--- src/rtl/fetch_pkg.sv ---
// Shared types and widths for the instruction-fetch sequencer.
package fetch_pkg;

    localparam int unsigned PC_W    = 32;
    localparam int unsigned INSTR_W = 32;

    localparam logic [PC_W-1:0] RESET_PC_DEF = 32'h0000_0000;
    localparam int unsigned     PC_STEP_DEF  = 4;

    typedef enum logic [1:0] {
        StIdle,
        StReq,
        StHold
    } fetch_state_e;

endpackage

--- src/rtl/next_pc_sel.sv ---
// Next-PC selection: redirect priority (branch over jump), target alignment
// and sequential increment on an accepted fetch.
module next_pc_sel
    import fetch_pkg::*;
#(
    parameter int unsigned PC_STEP = PC_STEP_DEF
) (
    input  logic [PC_W-1:0] pc,
    input  logic            ack,
    input  logic            br_taken,
    input  logic [PC_W-1:0] br_target,
    input  logic            jmp,
    input  logic [PC_W-1:0] jmp_target,
    output logic [PC_W-1:0] next_pc,
    output logic            redirect,
    output logic            misalign
);

    logic [PC_W-1:0] target;

    // Redirect wins over sequential advance; low target bits are forced to zero.
    always_comb begin
        redirect = br_taken | jmp;
        target   = br_taken ? br_target : jmp_target;
        misalign = redirect && (target[1:0] != 2'b00);
        if (redirect) begin
            next_pc = {target[PC_W-1:2], 2'b00};
        end else if (ack) begin
            next_pc = pc + PC_W'(PC_STEP);
        end else begin
            next_pc = pc;
        end
    end

endmodule

--- src/rtl/fetch_ctrl.sv ---
// Instruction-fetch sequencer: owns the PC, issues one IMEM request at a time
// and hands each fetched word to decode through a valid/stall handshake.
module fetch_ctrl
    import fetch_pkg::*;
#(
    parameter logic [PC_W-1:0] RESET_PC = RESET_PC_DEF,
    parameter int unsigned     PC_STEP  = PC_STEP_DEF,
    parameter int unsigned     TIMEOUT  = 16
) (
    input  logic               CLK,
    input  logic               RESET,
    input  logic               BR_TAKEN,
    input  logic [PC_W-1:0]    BR_TARGET,
    input  logic               JMP,
    input  logic [PC_W-1:0]    JMP_TARGET,
    input  logic               STALL,
    output logic               IMEM_REQ,
    output logic [PC_W-1:0]    IMEM_ADDR,
    input  logic               IMEM_ACK,
    input  logic [INSTR_W-1:0] IMEM_RDATA,
    output logic [INSTR_W-1:0] INSTR,
    output logic [PC_W-1:0]    INSTR_PC,
    output logic               INSTR_VALID,
    output logic [PC_W-1:0]    PC_OUT,
    output logic               ALIGN_ERR,
    output logic               TIMEOUT_ERR
);

    localparam logic [7:0] TIMEOUT_LAST = 8'(TIMEOUT - 1);

    fetch_state_e        state_q, state_d;
    logic [PC_W-1:0]     pc_q, pc_d;
    logic [INSTR_W-1:0]  instr_q, instr_d;
    logic [PC_W-1:0]     instr_pc_q, instr_pc_d;
    logic                valid_q, valid_d;
    logic                align_q, align_d;
    logic                tout_q, tout_d;
    logic [7:0]          cnt_q, cnt_d;

    logic                fetch_ack;
    logic [PC_W-1:0]     sel_pc;
    logic                redirect;
    logic                misalign;

    // An ACK only means something while a request is outstanding.
    assign fetch_ack = (state_q == StReq) && IMEM_ACK;

    next_pc_sel #(
        .PC_STEP (PC_STEP)
    ) u_next_pc_sel (
        .pc         (pc_q),
        .ack        (fetch_ack),
        .br_taken   (BR_TAKEN),
        .br_target  (BR_TARGET),
        .jmp        (JMP),
        .jmp_target (JMP_TARGET),
        .next_pc    (sel_pc),
        .redirect   (redirect),
        .misalign   (misalign)
    );

    // Next-state logic for the FSM, timeout counter and decode-side registers.
    always_comb begin
        state_d    = state_q;
        pc_d       = sel_pc;
        instr_d    = instr_q;
        instr_pc_d = instr_pc_q;
        valid_d    = valid_q;
        align_d    = 1'b0;
        tout_d     = 1'b0;
        cnt_d      = cnt_q;

        unique case (state_q)
            StIdle: begin
                state_d = StReq;
                cnt_d   = '0;
            end
            StReq: begin
                if (IMEM_ACK) begin
                    instr_d    = IMEM_RDATA;
                    instr_pc_d = pc_q;
                    valid_d    = 1'b1;
                    state_d    = StHold;
                    cnt_d      = '0;
                end else if (cnt_q == TIMEOUT_LAST) begin
                    // Keep requesting the same address; just flag the stall.
                    tout_d = 1'b1;
                    cnt_d  = '0;
                end else begin
                    cnt_d = cnt_q + 8'd1;
                end
            end
            StHold: begin
                cnt_d = '0;
                if (!STALL) begin
                    valid_d = 1'b0;
                    state_d = StReq;
                end
            end
            default: begin
                state_d = StIdle;
                cnt_d   = '0;
            end
        endcase

        // A redirect flushes anything fetched or held and abandons the request.
        if (redirect) begin
            instr_d    = instr_q;
            instr_pc_d = instr_pc_q;
            valid_d    = 1'b0;
            state_d    = StReq;
            cnt_d      = '0;
            tout_d     = 1'b0;
            align_d    = misalign;
        end
    end

    // State register with synchronous reset.
    always_ff @(posedge CLK) begin
        if (RESET) begin
            state_q    <= StIdle;
            pc_q       <= RESET_PC;
            instr_q    <= '0;
            instr_pc_q <= '0;
            valid_q    <= 1'b0;
            align_q    <= 1'b0;
            tout_q     <= 1'b0;
            cnt_q      <= '0;
        end else begin
            state_q    <= state_d;
            pc_q       <= pc_d;
            instr_q    <= instr_d;
            instr_pc_q <= instr_pc_d;
            valid_q    <= valid_d;
            align_q    <= align_d;
            tout_q     <= tout_d;
            cnt_q      <= cnt_d;
        end
    end

    assign IMEM_REQ    = (state_q == StReq);
    assign IMEM_ADDR   = pc_q;
    assign PC_OUT      = pc_q;
    assign INSTR       = instr_q;
    assign INSTR_PC    = instr_pc_q;
    assign INSTR_VALID = valid_q;
    assign ALIGN_ERR   = align_q;
    assign TIMEOUT_ERR = tout_q;

endmodule

--- config.mk ---
export PLATFORM = sky130hd
export DESIGN_NAME = fetch_ctrl
export DESIGN_NICKNAME = d
export VERILOG_FILES = /design/src/rtl/fetch_pkg.sv /design/src/rtl/next_pc_sel.sv /design/src/rtl/fetch_ctrl.sv
export SDC_FILE = /design/constraint.sdc
export NUM_CORES = 1
export LEC_CHECK = 0
export CAP_MARGIN = 20
export CORE_ASPECT_RATIO = 1.2
export CORE_MARGIN = 8
export CORE_UTILIZATION = 45
export DETAILED_ROUTE_END_ITERATION = 6
export MAX_ROUTING_LAYER = met4
export PLACE_DENSITY = 0.86
export RECOVER_POWER = 100
export SETUP_SLACK_MARGIN = 0.3
export SYNTH_ARGS = -nofsm -noshare
export SYNTH_HDL_FRONTEND = slang
export SYNTH_HIERARCHICAL = 1
export SYNTH_SLANG_ARGS = --single-unit
export TNS_END_PERCENT = 20
--- constraint.sdc ---
create_clock -name CLK -period 4.3 [get_ports CLK]
set_input_delay 0.86 -clock CLK [delete_from_list [all_inputs] [get_ports CLK]]
set_output_delay 0.86 -clock CLK [all_outputs]
set_load 0.005 [all_outputs]
Word level (Yosys, flattened, before mapping). Index checks and enable logic that the tools add are counted.

Add/sub/neg operators: 2. Equal/unequal tests: 7. Multiplexer cells: 11. Bitwise gates (word level): 3. Reduce and logical (&&, ||, !) cells: 14.

Operator list (count): 32-bit 2-to-1 mux (3); 32-bit by 3-bit adder with 32-bit output (second input constant) (1); 8-bit by 1-bit adder with 8-bit output (second input constant) (1); 8-bit by 4-bit == test with 1-bit output (second input constant) (1); 2-bit case mux with 3 select lines (1); 3-bit AND reduction (2); 2-bit nonzero test (3); 5-bit OR reduction (1); 1-bit 2-to-1 mux (4); 2-bit 2-to-1 mux (2); 2-bit AND reduction (2); 2-bit OR reduction (2); 4-bit OR reduction (1); 3-bit by 1-bit inequality test with 1-bit output (second input constant) (1); 3-bit inequality test (second input constant) (1); 2-bit by 1-bit == test with 1-bit output (second input constant) (1); 2-bit == test (second input constant) (1); 1-bit logical AND (2); 2-bit logical NOT (1); 2-bit by 1-bit inequality test with 1-bit output (second input constant) (1); 2-bit inequality test (second input constant) (1); 1-bit NOT (2); 1-bit case mux with 2 select lines (1); 1-bit OR (1).

Register bits after elaboration: 109. Logic and storage cells: 47.

Logic depth before layout (Yosys ltp). Gate-level depths: netlist of the first run.

Depth after elaboration: 4. Gate-level depth with buffers: 9. Mapped depth without buffers: 8.

Modules after synthesis. Netlist of the first run, hierarchy kept.

Modules (own cells, without submodules): fetch_ctrl (times used 1, cells an instance 438, area an instance 3831.2 µm², seq. area each 2182.1 µm²); next_pc_sel (times used 1, cells an instance 208, area an instance 1237.4 µm², seq. area each 0.0 µm²).

Worst setup path before layout of the first run. Ideal clock, no wire load.

Path kind: input to register. Start: input port JMP. End: register instr_pc_q[2], in the netlist INSTR_PC[2]. Setup time: 0.070 ns. Arrival: 2.535 ns. Required time: 4.230 ns. Path slack: 1.695 ns. Stages on the path: 9. Cell sequence: clkbuf_1 -> nor2_1 -> inv_1 -> buf_1 -> and4bb_2 -> buf_4 -> buf_2 -> nand2_1 -> a21oi_1.

Cells in the longest elaborated chain, start to end: 3.

RTL lines: from (decl) (line fetch_ctrl.sv:14) `input logic JMP,`; 1-bit OR (line next_pc_sel.sv:23) `redirect = br_taken | jmp;`; named net redirect (line fetch_ctrl.sv:42) `logic redirect;`; 1-bit NOT (no source line); 3-bit AND reduction (no source line); to (signal assigned) (line fetch_ctrl.sv:133) `instr_pc_q <= instr_pc_d;`; to (decl) (line fetch_ctrl.sv:34) `logic [PC_W-1:0] instr_pc_q, instr_pc_d;`.

The timed path passes the listed nets, and every way through them passes these cells. A chain may end at the register's enable or synchronous reset.

Worst setup path after layout of the first run.
Start: input port IMEM_ACK. End: register pc_q[19], in the netlist IMEM_ADDR[19].

Cells in the longest elaborated chain, start to end: 2.

RTL lines: from (decl) (line fetch_ctrl.sv:19) `input logic IMEM_ACK,`; 1-bit logical AND (line fetch_ctrl.sv:46) `assign fetch_ack = (state_q == StReq) && IMEM_ACK;`; named net fetch_ack (line fetch_ctrl.sv:40) `logic fetch_ack;`; 2-bit nonzero test (no source line); to (signal assigned) (line fetch_ctrl.sv:131) `pc_q <= pc_d;`; to (decl) (line fetch_ctrl.sv:32) `logic [PC_W-1:0] pc_q, pc_d;`.

The timed path passes the listed nets, and every way through them passes these cells.

==> metrics.md, run 1 <==
| Metric | Value |
|---|---|
| Worst Setup End Kind | flop |
| XOR/XNOR share of the synthesized area | under 10% |
| Layout cells sized above 1 | 3.744% |
| Area contributors post-synth | dfxtp_1, nand2_1, a21oi_1 |
| Hold-fix buffers, CTS | 0 |
| Final #Nets | slightly above 900 |
| P_leak | roughly 3.0 nW |
| Cell area after layout | between 7000 and 8000 um^2 |
| Period utilization | between 70% and 80% |
| CP Class | primary input to flop |
| First-pass GRT wire length | 26910 um |
| Pwr Density | between 300 and 400 nW/um^2 |
| Routability cong. | 0.8173 |
| Drt wl/cell | between 15 and 20 um |
| Syn. warnings | 6 |
| DRT Pass-1 Iters | 6 |
| Post-synthesis net count | between 700 and 800 |
| RSZ-0062 raised after global routing | false |
| R2r worst-path depth | 8 |
| WHS Path Cells | 2 |
| Failing checks | max-capacitance violations, max-slew violations |
| Post-synthesis cell type count | 42 |
| Data required time at the worst endpoint | 4.51 ns |
| CTS root buf | clkbuf_16 |
| Largest net degree at the start of global routing | 66 |
| Layout Cells excl Fill | between 900 and 1000 |
| Critical path, cell by cell | dlygate4sd3_1, and2_0, nand4_1, nor3_1, a2111oi_0, a31oi_1, nand3_1, nor2b_1 |
| Setup violators final | 0 |
| Area grow syn2layout | 47.86% |
| Slowest CP cell | nor3_1 |
| Synth Cell Area | a little over 5000 um^2 |
| Die height | 132.3 um |
| Slew at the pin with the worst max-slew slack | 2.579 ns |
| PortBufs | 233 |
| Slew HR | -71.96% |
| Count leader, synth | nand2_1 |
| Sequential area share after synthesis | ~43% |
| Main synth FF type | dfxtp_1 |
| Max incr delay on CP | about 0.7 ns |
| CTS Sinks | around 110 |
| CTS tree | yes |
| Largest family of logic cells by synthesized area | simple AND/OR/NAND/NOR gates |
| # DRC | 0 |
| CTS H-Tree Depth | 3 |
| Final hold vios | 0 |
| Vias | about 5100 |
| I/O pins | 234 |
| Post-DP HPWL | ~13000 um |
| Sequential cell area | between 2000 and 2500 um^2 |
| Tot GR Track Use | between 20% and 30% |
| Post-synthesis simple-gate area fraction | around 27% |
| Compound-Gate Fraction of Synth Area | between 10% and 20% |
| Site Rows | 42 |
| Vias/cell | 5.330 |
| Worst Hold Class | flop to flop |
| Critical path peak fanout | 7 |
| Slew Limit Fails | 130 |
| FFs w/ async S/R, synth | 0% |
| Status | complete, but fails checks |
| Worst Skew | roughly 0.007 ns |
| Crit start category | primary input |
| Total Power | ~2.3 mW |
| Yosys top cell by area | dfxtp_1 |
| Tmin final | 3.372 ns |
| Max frequency | roughly 300 MHz |
| Clk_lat worst skew | approximately 0.35 ns |
| Total gr overflow | 0 |
| Cell depth of the worst setup path | 8 |
| Clock-pin slew on the worst setup and hold paths | ~0.070 ns |
| Width of the chip | ~110 um |
| Bufs on Longest Clock Path | 2 |
| Syn_area_per_cell | 7.846 um^2 |
| Setup Buffers After CTS | 0 |
| CTS resizes | 0 |
| Area share of the largest cell type after synthesis | 43.05% |
| TritonCTS Buffers | 9 |
| Number of DRC violations after detailed-routing iteration 0 | 251 |
| Detail Route Antenna Nets | 0 |
| Starting Density | about 46% |
| Number of flops mapped to enable cells by yosys | 0 |
| Placed insts | roughly 950 |
| Placed cell areas | 7198 um^2 |
| Die area | ~15000 um^2 |
| Cells after synthesis | 646 |
| Fill cells | between 900 and 1000 |
| Post-Synth Adder-Cell Area | less than 1% |
| Peak supply drop | between 0.15 and 0.2 mV |
| Post-synthesis mux area share | 1.234% |
| Maxcap violations | 2 |
| Core Area | about 11000 um^2 |
| Routed WL | between 15000 and 20000 um |
| Multi-input logic area | about 2400 um^2 |
| TNS Setup | 0 ns |
| Post-synth top cells | nand2_1, dfxtp_1, a21oi_1, buf_4, nor2b_1 |
| Crit path DAT | between 3 and 4 ns |
| Worst Path Buf+Inv | 1 |
| Seq cells post-synth | between 100 and 150 |
| Family with the most delay on the worst path | simple AND/OR/NAND/NOR gates |
| Vias in the first global route | 5158 |
| Initial antenna violation count | 1 |
## final timing paths
| kind | start | end | slack, ns |
|---|---|---|---|
| max reg2reg | state_q[0] | IMEM_ADDR[19] | 1.33 |
| max | IMEM_ACK | IMEM_ADDR[19] | 0.93 |
| min reg2reg | INSTR_PC[25] | INSTR_PC[25] | 0.45 |
| min | INSTR_PC[25] | INSTR_PC[25] | 0.45 |
## logic make-up (layout without fill, tap and decap cells)
group,count (synthesis),after routing
buf+inv,83,265
other cells,0,1
flops,109,109
mux,6,6
compound gates,125,125
xor+xnor,28,28
simple gates,293,293
fa+ha+maj,2,2
## cells in the final DEF (no fill, tap or decap), drive strengths merged
master and n:
o211ai 2, and3 6, nand4 12, clkinvlp 1, a21oi 85, nor2 16, nor2b 33, or4 2
diode 1, buf 6, clkbuf 12, o21ai 17, and4bb 1, or3b 1, xor2 18, a2bb2oi 1
mux2i 4, and2 4, nand4bb 1, nor4 1, ha 2, or3 3, dlygate4sd3 133, a2111oi 3
nand3b 2, xnor2 10, bufinv 3, nand2 178, dfxtp 109, mux2 2, clkdlybuf4s50 97, a31oi 2
and4 3, a221oi 3, nor3b 3, inv 13, nor3 11, nand3 16, o221ai 12
## tightest hold or removal path, stage by stage, from the launching register on
cell	delay [ns]
dfxtp_1	0.31
nand2_1	0.05
a21oi_1	0.05
## per-layer routing
metal | wire [um] | up-vias | part of all wire, % | global-route usage (%)
met3 | 1038 | 37 | 6.1 | 4.995
met4 | 516 | 0 | 3.0 | 10.09
met5 | 0 | - | 0 | -
met2 | 8946 | 190 | 52 | 40.92
li1 | - | 2492 | - | -
met1 | 6576 | 2403 | 39 | 23.45
## state kept, by name, summed over array words and instances, names as in the netlist
name         flops
ALIGN_ERR        1
IMEM_ADDR       32
INSTR           32
INSTR_PC        32
INSTR_VALID      1
TIMEOUT_ERR      1
cnt_q            8
state_q          2
## power breakdown
part           internal, mW  switching [mW]  leakage, nW
clock network         0.571           0.377        0.161
registers              1.04          0.0442        0.887
logic                 0.190           0.123         1.92
## area by class of cell
| type | count | area share, % |
|---|---|---|
| clock inverters | 5 | 1.452 |
| repair buffers | 238 | 31.35 |
| multi-input cells | 454 | 32.19 |
| flip-flops and latches | 109 | 29.12 |
| clock buffers | 10 | 3.055 |
| inverters | 12 | 0.6010 |
| well taps | 132 | 2.204 |
| diodes | 1 | 0.03339 |
## through the flow
stage / hold slack (ns) / utilization [%] / worst slack [ns]
finish: 0.4501 / 67.91 / 0.9284
global placement: 0.4324 / 65.23 / 0.8879
detailed placement: 0.4416 / 65.23 / 0.7445
global route: 0.4581 / 67.91 / 0.6504
floorplan: 0.4175 / - / 1.695
CTS: 0.4517 / 68.29 / 1.162
Note: power is estimated with default switching activity, not from simulation.
==> run 2: changes to the inputs <==
--- a/config.mk
+++ b/config.mk
@@ -8,10 +8,10 @@
 export CAP_MARGIN = 20
 export CORE_ASPECT_RATIO = 1.2
 export CORE_MARGIN = 8
-export CORE_UTILIZATION = 45
+export CORE_UTILIZATION = 38
 export DETAILED_ROUTE_END_ITERATION = 6
 export MAX_ROUTING_LAYER = met4
-export PLACE_DENSITY = 0.86
+export PLACE_DENSITY = 0.78
 export RECOVER_POWER = 100
 export SETUP_SLACK_MARGIN = 0.3
 export SYNTH_ARGS = -nofsm -noshare
==> constraint.sdc (replaced) <==
create_clock -name CLK -period 3 [get_ports CLK]
set_input_delay 0.6 -clock CLK [delete_from_list [all_inputs] [get_ports CLK]]
set_output_delay 0.6 -clock CLK [all_outputs]
set_load 0.005 [all_outputs]
==> metrics.md, run 2 (same netlist as run 1, synthesis figures left out) <==
| Metric | Value |
|---|---|
| Family with the most delay on the worst path | simple AND/OR/NAND/NOR gates (unchanged) |
| Die area | 17310 um^2 (was 14930 um^2) |
| First-pass GRT wire length | 25190 um (was 26910 um) |
| Slowest CP cell | dlygate4sd3_1 (was nor3_1) |
| CTS resizes | 0 (unchanged) |
| Die height | 142.5 um (was 132.3 um) |
| CTS Sinks | 109 (unchanged) |
| Routed WL | 16400 um (was 17080 um) |
| RSZ-0062 raised after global routing | false (unchanged) |
| Slew Limit Fails | 0 (was 130) |
| Setup WS post-layout | 0.5313 ns (was 0.9284 ns) |
| Core Area | 13120 um^2 (was 11040 um^2) |
| Detail Route Antenna Nets | 0 (unchanged) |
| Routability cong. | 0.7778 (was 0.8173) |
| WHS Path Cells | 1 (was 2) |
| TritonCTS Buffers | 9 (unchanged) |
| Clk_lat worst skew | 0.34 ns (was 0.35 ns) |
| Largest net degree at the start of global routing | 65 (was 66) |
| Final #Nets | 937 (was 928) |
| Vias | 5022 (was 5122) |
| Number of DRC violations after detailed-routing iteration 0 | 377 (was 251) |
| Critical path, cell by cell | dlygate4sd3_1, and2_0, and4_1, nand3_1, nor3_1, mux2i_1, o211ai_1, nor2b_1 (was dlygate4sd3_1, and2_0, nand4_1, nor3_1, a2111oi_0, a31oi_1, nand3_1, nor2b_1) |
| Critical path peak fanout | 5 (was 7) |
| DRT Pass-1 Iters | 6 (unchanged) |
| Post-DP HPWL | 12030 um (was 12560 um) |
| Tmin final | 2.469 ns |
| CP Class | primary input to flop (unchanged) |
| Slew HR | 39.84% (was -71.96%) |
| Critical R2R Launch | IMEM_ADDR[9] (was state_q[0]) |
| PortBufs | 233 (unchanged) |
| Worst Skew | 0.006242 ns (was 0.007070 ns) |
| Final hold vios | 0 (unchanged) |
| Drt wl/cell | 16.24 um (was 17.77 um) |
| Placed cell areas | 7323 um^2 (was 7198 um^2) |
| Layout cells sized above 1 | 3.819% (was 3.744%) |
| CTS root buf | clkbuf_16 (unchanged) |
| Max incr delay on CP | 0.54 ns (was 0.70 ns) |
| Vias/cell | 4.972 (was 5.330) |
| CTS H-Tree Depth | 3 (unchanged) |
| Crit path DAT | 2.68 ns (was 3.58 ns) |
| Hold-fix buffers, CTS | 0 (unchanged) |
| Cell area after layout | 7527 um^2 (was 7495 um^2) |
| Status | finished, final reports clean (was complete, but fails checks) |
| Clock-pin slew on the worst setup and hold paths | 0.07 ns (about the same) |
| Total gr overflow | 0 (unchanged) |
| Setup violators final | 0 (unchanged) |
| Pwr Density | 415.0 nW/um^2 (was 312.8 nW/um^2) |
| Pre-CTS setup slack | 0.3116 ns (was 0.7445 ns) |
| Width of the chip | 121.4 um (was 112.9 um) |
| R2r worst-path depth | 6 (was 8) |
| Bufs on Longest Clock Path | 2 (unchanged) |
| Setup Buffers After CTS | 0 (unchanged) |
| Hold path endpoint | cnt_q[0] (was INSTR_PC[25]) |
| Site Rows | 46 (was 42) |
| Worst reg-to-reg setup slack | 0.65 ns (was 1.33 ns) |
| Most common cell after layout, fill and taps aside | nand2_1 (unchanged) |
| Starting Density | 38.63% (was 45.93%) |
| Peak supply drop | 0.2435 mV (was 0.1698 mV) |
| Maxcap violations | 0 (was 2) |
| Area grow syn2layout | 48.51% (was 47.86%) |
| Tot GR Track Use | 18.68% (was 22.88%) |
| R2r endpoint | IMEM_ADDR[26] (was IMEM_ADDR[19]) |
| Initial antenna violation count | 4 (was 1) |
| Data required time at the worst endpoint | 3.21 ns (was 4.51 ns) |
| Vias in the first global route | 4752 (was 5158) |
| Max frequency | 405.1 MHz |
| Slew at the pin with the worst max-slew slack | 0.9024 ns (was 2.579 ns) |
| Worst Hold Class | flop to flop (unchanged) |
| Period utilization | between 80 and 90% |
| TNS Setup | 0 ns (unchanged) |
| Total Power | 3.124 mW (was 2.344 mW) |
| Most frequent cells in the layout | nand2_1, dlygate4sd3_1, dfxtp_1 (unchanged) |
| P_leak | 2.956 nW (was 2.971 nW) |
| Hold Crit Start | cnt_q[0] (was INSTR_PC[25]) |
| I/O pins | 234 (unchanged) |
| Worst Path Buf+Inv | 1 (unchanged) |
| Crit start category | primary input (unchanged) |
| # DRC | 0 (unchanged) |
| CTS tree | yes (unchanged) |
| Worst Setup End Kind | flop (unchanged) |
[run 2: through the flow]
stage          hold WS [ns]  util (%)  cells
3_5_place_dp         0.4335     55.81    990
5_1_grt              0.4636     57.36   1010
3_3_place_gp         0.4321     55.81    990
2_1_floorplan        0.4175         -    646
4_1_cts              0.4493     57.91   1006
6_report             0.4475     57.36   1010
[run 2: how the worst max path moves through the flow]
stage | cells after the start | end | startpoint | slack, ns
3_3_place_gp | 8 | IMEM_ADDR[31] | IMEM_ACK | 0.33
2_1_floorplan | 9 | IMEM_ADDR[21] | state_q[0] | 0.63
4_1_cts | 8 | IMEM_ADDR[31] | IMEM_ACK | 0.67
5_1_grt | 6 | IMEM_ADDR[24] | IMEM_ADDR[9] | 0.23
6_report | 8 | IMEM_ADDR[31] | IMEM_ACK | 0.53
3_5_place_dp | 8 | IMEM_ADDR[31] | IMEM_ACK | 0.31
[run 2: area by class of cell]
| type | count | area [um^2] |
|---|---|---|
| Fill cell | 1217 | 5595 |
| Timing Repair Buffer | 247 | 2407 |
| Multi-Input combinational cell | 454 | 2396 |
| Sequential cell | 109 | 2182 |
| Clock buffer | 11 | 242.7 |
| Tap cell | 168 | 210.2 |
| Inverter | 12 | 45.04 |
| Clock inverter | 5 | 33.78 |
| Antenna cell | 4 | 10.01 |
[run 2: routing by layer]
metal	vias to the layer above	global-route usage (%)	wire [um]
met1	2334	21.64	6910
met2	155	31.79	8364
li1	2517	-	-
met5	-	-	0
met4	0	5.660	240
met3	16	3.771	884
[run 2: power breakdown]
| part | switching [mW] | internal, mW |
|---|---|---|
| registers | 0.0594 | 1.49 |
| logic | 0.175 | 0.274 |
| clock network | 0.539 | 0.587 |
==> run 3: changes to the inputs <==
--- a/config.mk
+++ b/config.mk
@@ -8,10 +8,10 @@
 export CAP_MARGIN = 20
 export CORE_ASPECT_RATIO = 1.2
 export CORE_MARGIN = 8
-export CORE_UTILIZATION = 38
+export CORE_UTILIZATION = 42
 export DETAILED_ROUTE_END_ITERATION = 6
 export MAX_ROUTING_LAYER = met4
-export PLACE_DENSITY = 0.78
+export PLACE_DENSITY = 0.81
 export RECOVER_POWER = 100
 export SETUP_SLACK_MARGIN = 0.3
 export SYNTH_ARGS = -nofsm -noshare
==> constraint.sdc (replaced) <==
create_clock -name CLK -period 2.3 [get_ports CLK]
set_input_delay 0.46 -clock CLK [delete_from_list [all_inputs] [get_ports CLK]]
set_output_delay 0.46 -clock CLK [all_outputs]
set_load 0.005 [all_outputs]
==> metrics.md, run 3 (same netlist as run 1, synthesis figures left out) <==
| Metric | Value |
|---|---|
| Layout Cells excl Fill | 1025 (was 1010) |
| Sequential cell area | 2190 um^2 (was 2182 um^2) |
| Hold Crit Start | INSTR_PC[0] (was cnt_q[0]) |
| Critical R2R Launch | IMEM_ADDR[15] (was IMEM_ADDR[9]) |
| Final #Nets | 963 (was 937) |
| Routed WL | 17820 um (was 16400 um) |
| Total gr overflow | 0 (unchanged) |
| Critical path peak fanout | 8 (was 5) |
| Crit path DAT | 1.64 ns (was 2.68 ns) |
| Hold path endpoint | INSTR_PC[0] (was cnt_q[0]) |
| Slew at the pin with the worst max-slew slack | 0.8975 ns (was 0.9024 ns) |
| Drt wl/cell | 17.39 um (was 16.24 um) |
| Layout cells sized above 1 | 6.829% (was 3.819%) |
| Site Rows | 44 (was 46) |
| Width of the chip | 116.3 um (was 121.4 um) |
| R2r worst-path depth | 6 (unchanged) |
| Most frequent cells in the layout | nand2_1, dlygate4sd3_1, clkdlybuf4s50_1 (was nand2_1, dlygate4sd3_1, dfxtp_1) |
| CTS tree | yes (unchanged) |
| Maxcap violations | 0 (unchanged) |
| Comb pwr share | 15.0% (was 14.4%) |
| Pwr Density | 558.9 nW/um^2 (was 415.0 nW/um^2) |
| Crit start category | flop (was primary input) |
| Bufs on Longest Clock Path | 2 (unchanged) |
| First-pass GRT wire length | 27320 um (was 25190 um) |
| Placed insts | 1003 (was 990) |
| Data required time at the worst endpoint | 1.84 ns (was 3.21 ns) |
| Status | finished, final reports clean (unchanged) |
| Number of DRC violations after detailed-routing iteration 0 | 333 (was 377) |
| Most common cell after layout, fill and taps aside | nand2_1 (unchanged) |
| P_leak | 3.076 nW (was 2.956 nW) |
| Sequential share of power | 46.0% (was 49.6%) |
| Largest net degree at the start of global routing | 65 (unchanged) |
| DRT Pass-1 Iters | 4 (was 6) |
| NetSw | 1.052 mW (was 0.7730 mW) |
| Tmin final | approximately 2.1 ns |
| Die area | 15850 um^2 (was 17310 um^2) |
| Clk_lat worst skew | 0.34 ns (about the same) |
| Post-layout util | 65.00% (was 57.36%) |
| Clock share of power | 39.0% (was 36.0%) |
| Hold-fix buffers, CTS | 0 (unchanged) |
| Diodes inserted | 0 (was 4) |
| Cell area after layout | 7765 um^2 (was 7527 um^2) |
| CTS H-Tree Depth | 3 (unchanged) |
| Worst Setup End Kind | primary output (was flop) |
| Vias | 5256 (was 5022) |
| CTS Sinks | 109 (unchanged) |
| Routability cong. | 0.8517 (was 0.7778) |
| Detail Route Antenna Nets | 0 (unchanged) |
| Setup WS post-layout | 0.1967 ns (was 0.5313 ns) |
| Setup violators final | 0 (unchanged) |
| Period utilization | about nine tenths |
| Starting Density | 42.43% (was 38.63%) |
| Sw Ratio | 24.25% (was 24.75%) |
| WHS Path Cells | 2 (was 1) |
| Crit path from | IMEM_ADDR[19] (was IMEM_ACK) |
| Slew HR | 40.17% (was 39.84%) |
| Worst Skew | 0.008933 ns (was 0.006242 ns) |
| R2r endpoint | IMEM_ADDR[31] (was IMEM_ADDR[26]) |
| Pre-CTS setup slack | -0.2832 ns (was 0.3116 ns) |
| Post-DP HPWL | 13470 um (was 12030 um) |
| Area grow syn2layout | 53.20% (was 48.51%) |
| Multi-input logic area | 2436 um^2 (was 2396 um^2) |
| CTS root buf | clkbuf_16 (unchanged) |
| Slew Limit Fails | 0 (unchanged) |
| Core Area | 11950 um^2 (was 13120 um^2) |
| # DRC | 0 (unchanged) |
| I/O pins | 234 (unchanged) |
| TritonCTS Buffers | 9 (unchanged) |
| Internal power | 3.288 mW (was 2.351 mW) |
| Worst Hold Class | flop to flop (unchanged) |
| Fill cells | 1049 (was 1217) |
| Vias/cell | 5.128 (was 4.972) |
| Vias in the first global route | 5266 (was 4752) |
| Max frequency | around 480 MHz |
| PortBufs | 233 (unchanged) |
| Placed cell areas | 7500 um^2 (was 7323 um^2) |
| Clock-pin slew on the worst setup and hold paths | 0.07 ns (about the same) |
| Final hold vios | 0 (unchanged) |
| Peak supply drop | 0.4886 mV (was 0.2435 mV) |
| CP Class | flop to primary output (was primary input to flop) |
| Initial antenna violation count | 0 (was 4) |
| Die height | 136.3 um (was 142.5 um) |
| Tot GR Track Use | 22.49% (was 18.68%) |
| Worst reg-to-reg setup slack | 0.23 ns (was 0.65 ns) |
| RSZ-0062 raised after global routing | true (was false) |
==> run 3: cell count changes in the layout (fill, tap and decap cells not counted), moves of 4 or more <==
cell,delta
nor3_1,-5
clkbuf_1,+7
nor3_2,+4
dlygate4sd3_1,-14
buf_4,+11
diode_2,-4
clkdlybuf4s50_1,+13
==> run 3: layout make-up <==
cell class	instances	share of cell area [%]
clock buffers	10	2.949
clock inverters	6	1.225
inverters	12	0.5801
multi-input cells	454	31.37
flip-flops and latches	109	28.20
well taps	161	2.594
repair buffers	273	33.08
==> run 3: worst max-delay path by stage <==
stage | end
after floorplan | INSTR_PC[2]
after global placement | IMEM_ADDR[21]
after detailed placement | IMEM_ADDR[23]
after CTS | IMEM_ADDR[31]
after global routing | IMEM_ADDR[13]
final | IMEM_ADDR[19]
==> run 3: layer usage <==
| layer | part of all wire [%] | global-route usage, % | wire [um] |
|---|---|---|---|
| met2 | 53 | 39.53 | 9436 |
| met3 | 6.2 | 3.911 | 1098 |
| met4 | 2.2 | 8.520 | 396 |
| met1 | 39 | 24.67 | 6888 |
| met5 | 0 | - | 0 |
==> run 3: power by group through the flow <==
stage	clock [mW]	combinational (mW)	sequential [mW]
after CTS	1.72	0.698	2.00
after global routing	1.80	0.702	2.01
after global placement	0	0.675	2.04
after floorplan	0	0.266	2.05
after detailed placement	0	0.686	2.05
final	1.69	0.651	2.00
==> run 3: critical path, cell delays in order (launching register included) <==
cell and delay (ns):
dfxtp_1 0.33, clkbuf_1 0.32, dlygate4sd3_1 0.65
==> run 3: stage by stage <==
step	hold slack, ns	power [mW]	TNS, ns
CTS	0.4570	4.417	0
global placement	0.4295	2.718	-1.965
floorplan	0.4175	2.321	0
finish	0.4502	4.340	0
detailed placement	0.4471	2.734	-2.810
global route	0.4707	4.510	0
==> run 3: timing repair <==
action	in CTS	in global routing
pin swaps	1	6
resized for setup	5	8
buffers inserted	4	2
setup endpoints to repair	26	21
hold endpoints to repair	0	0
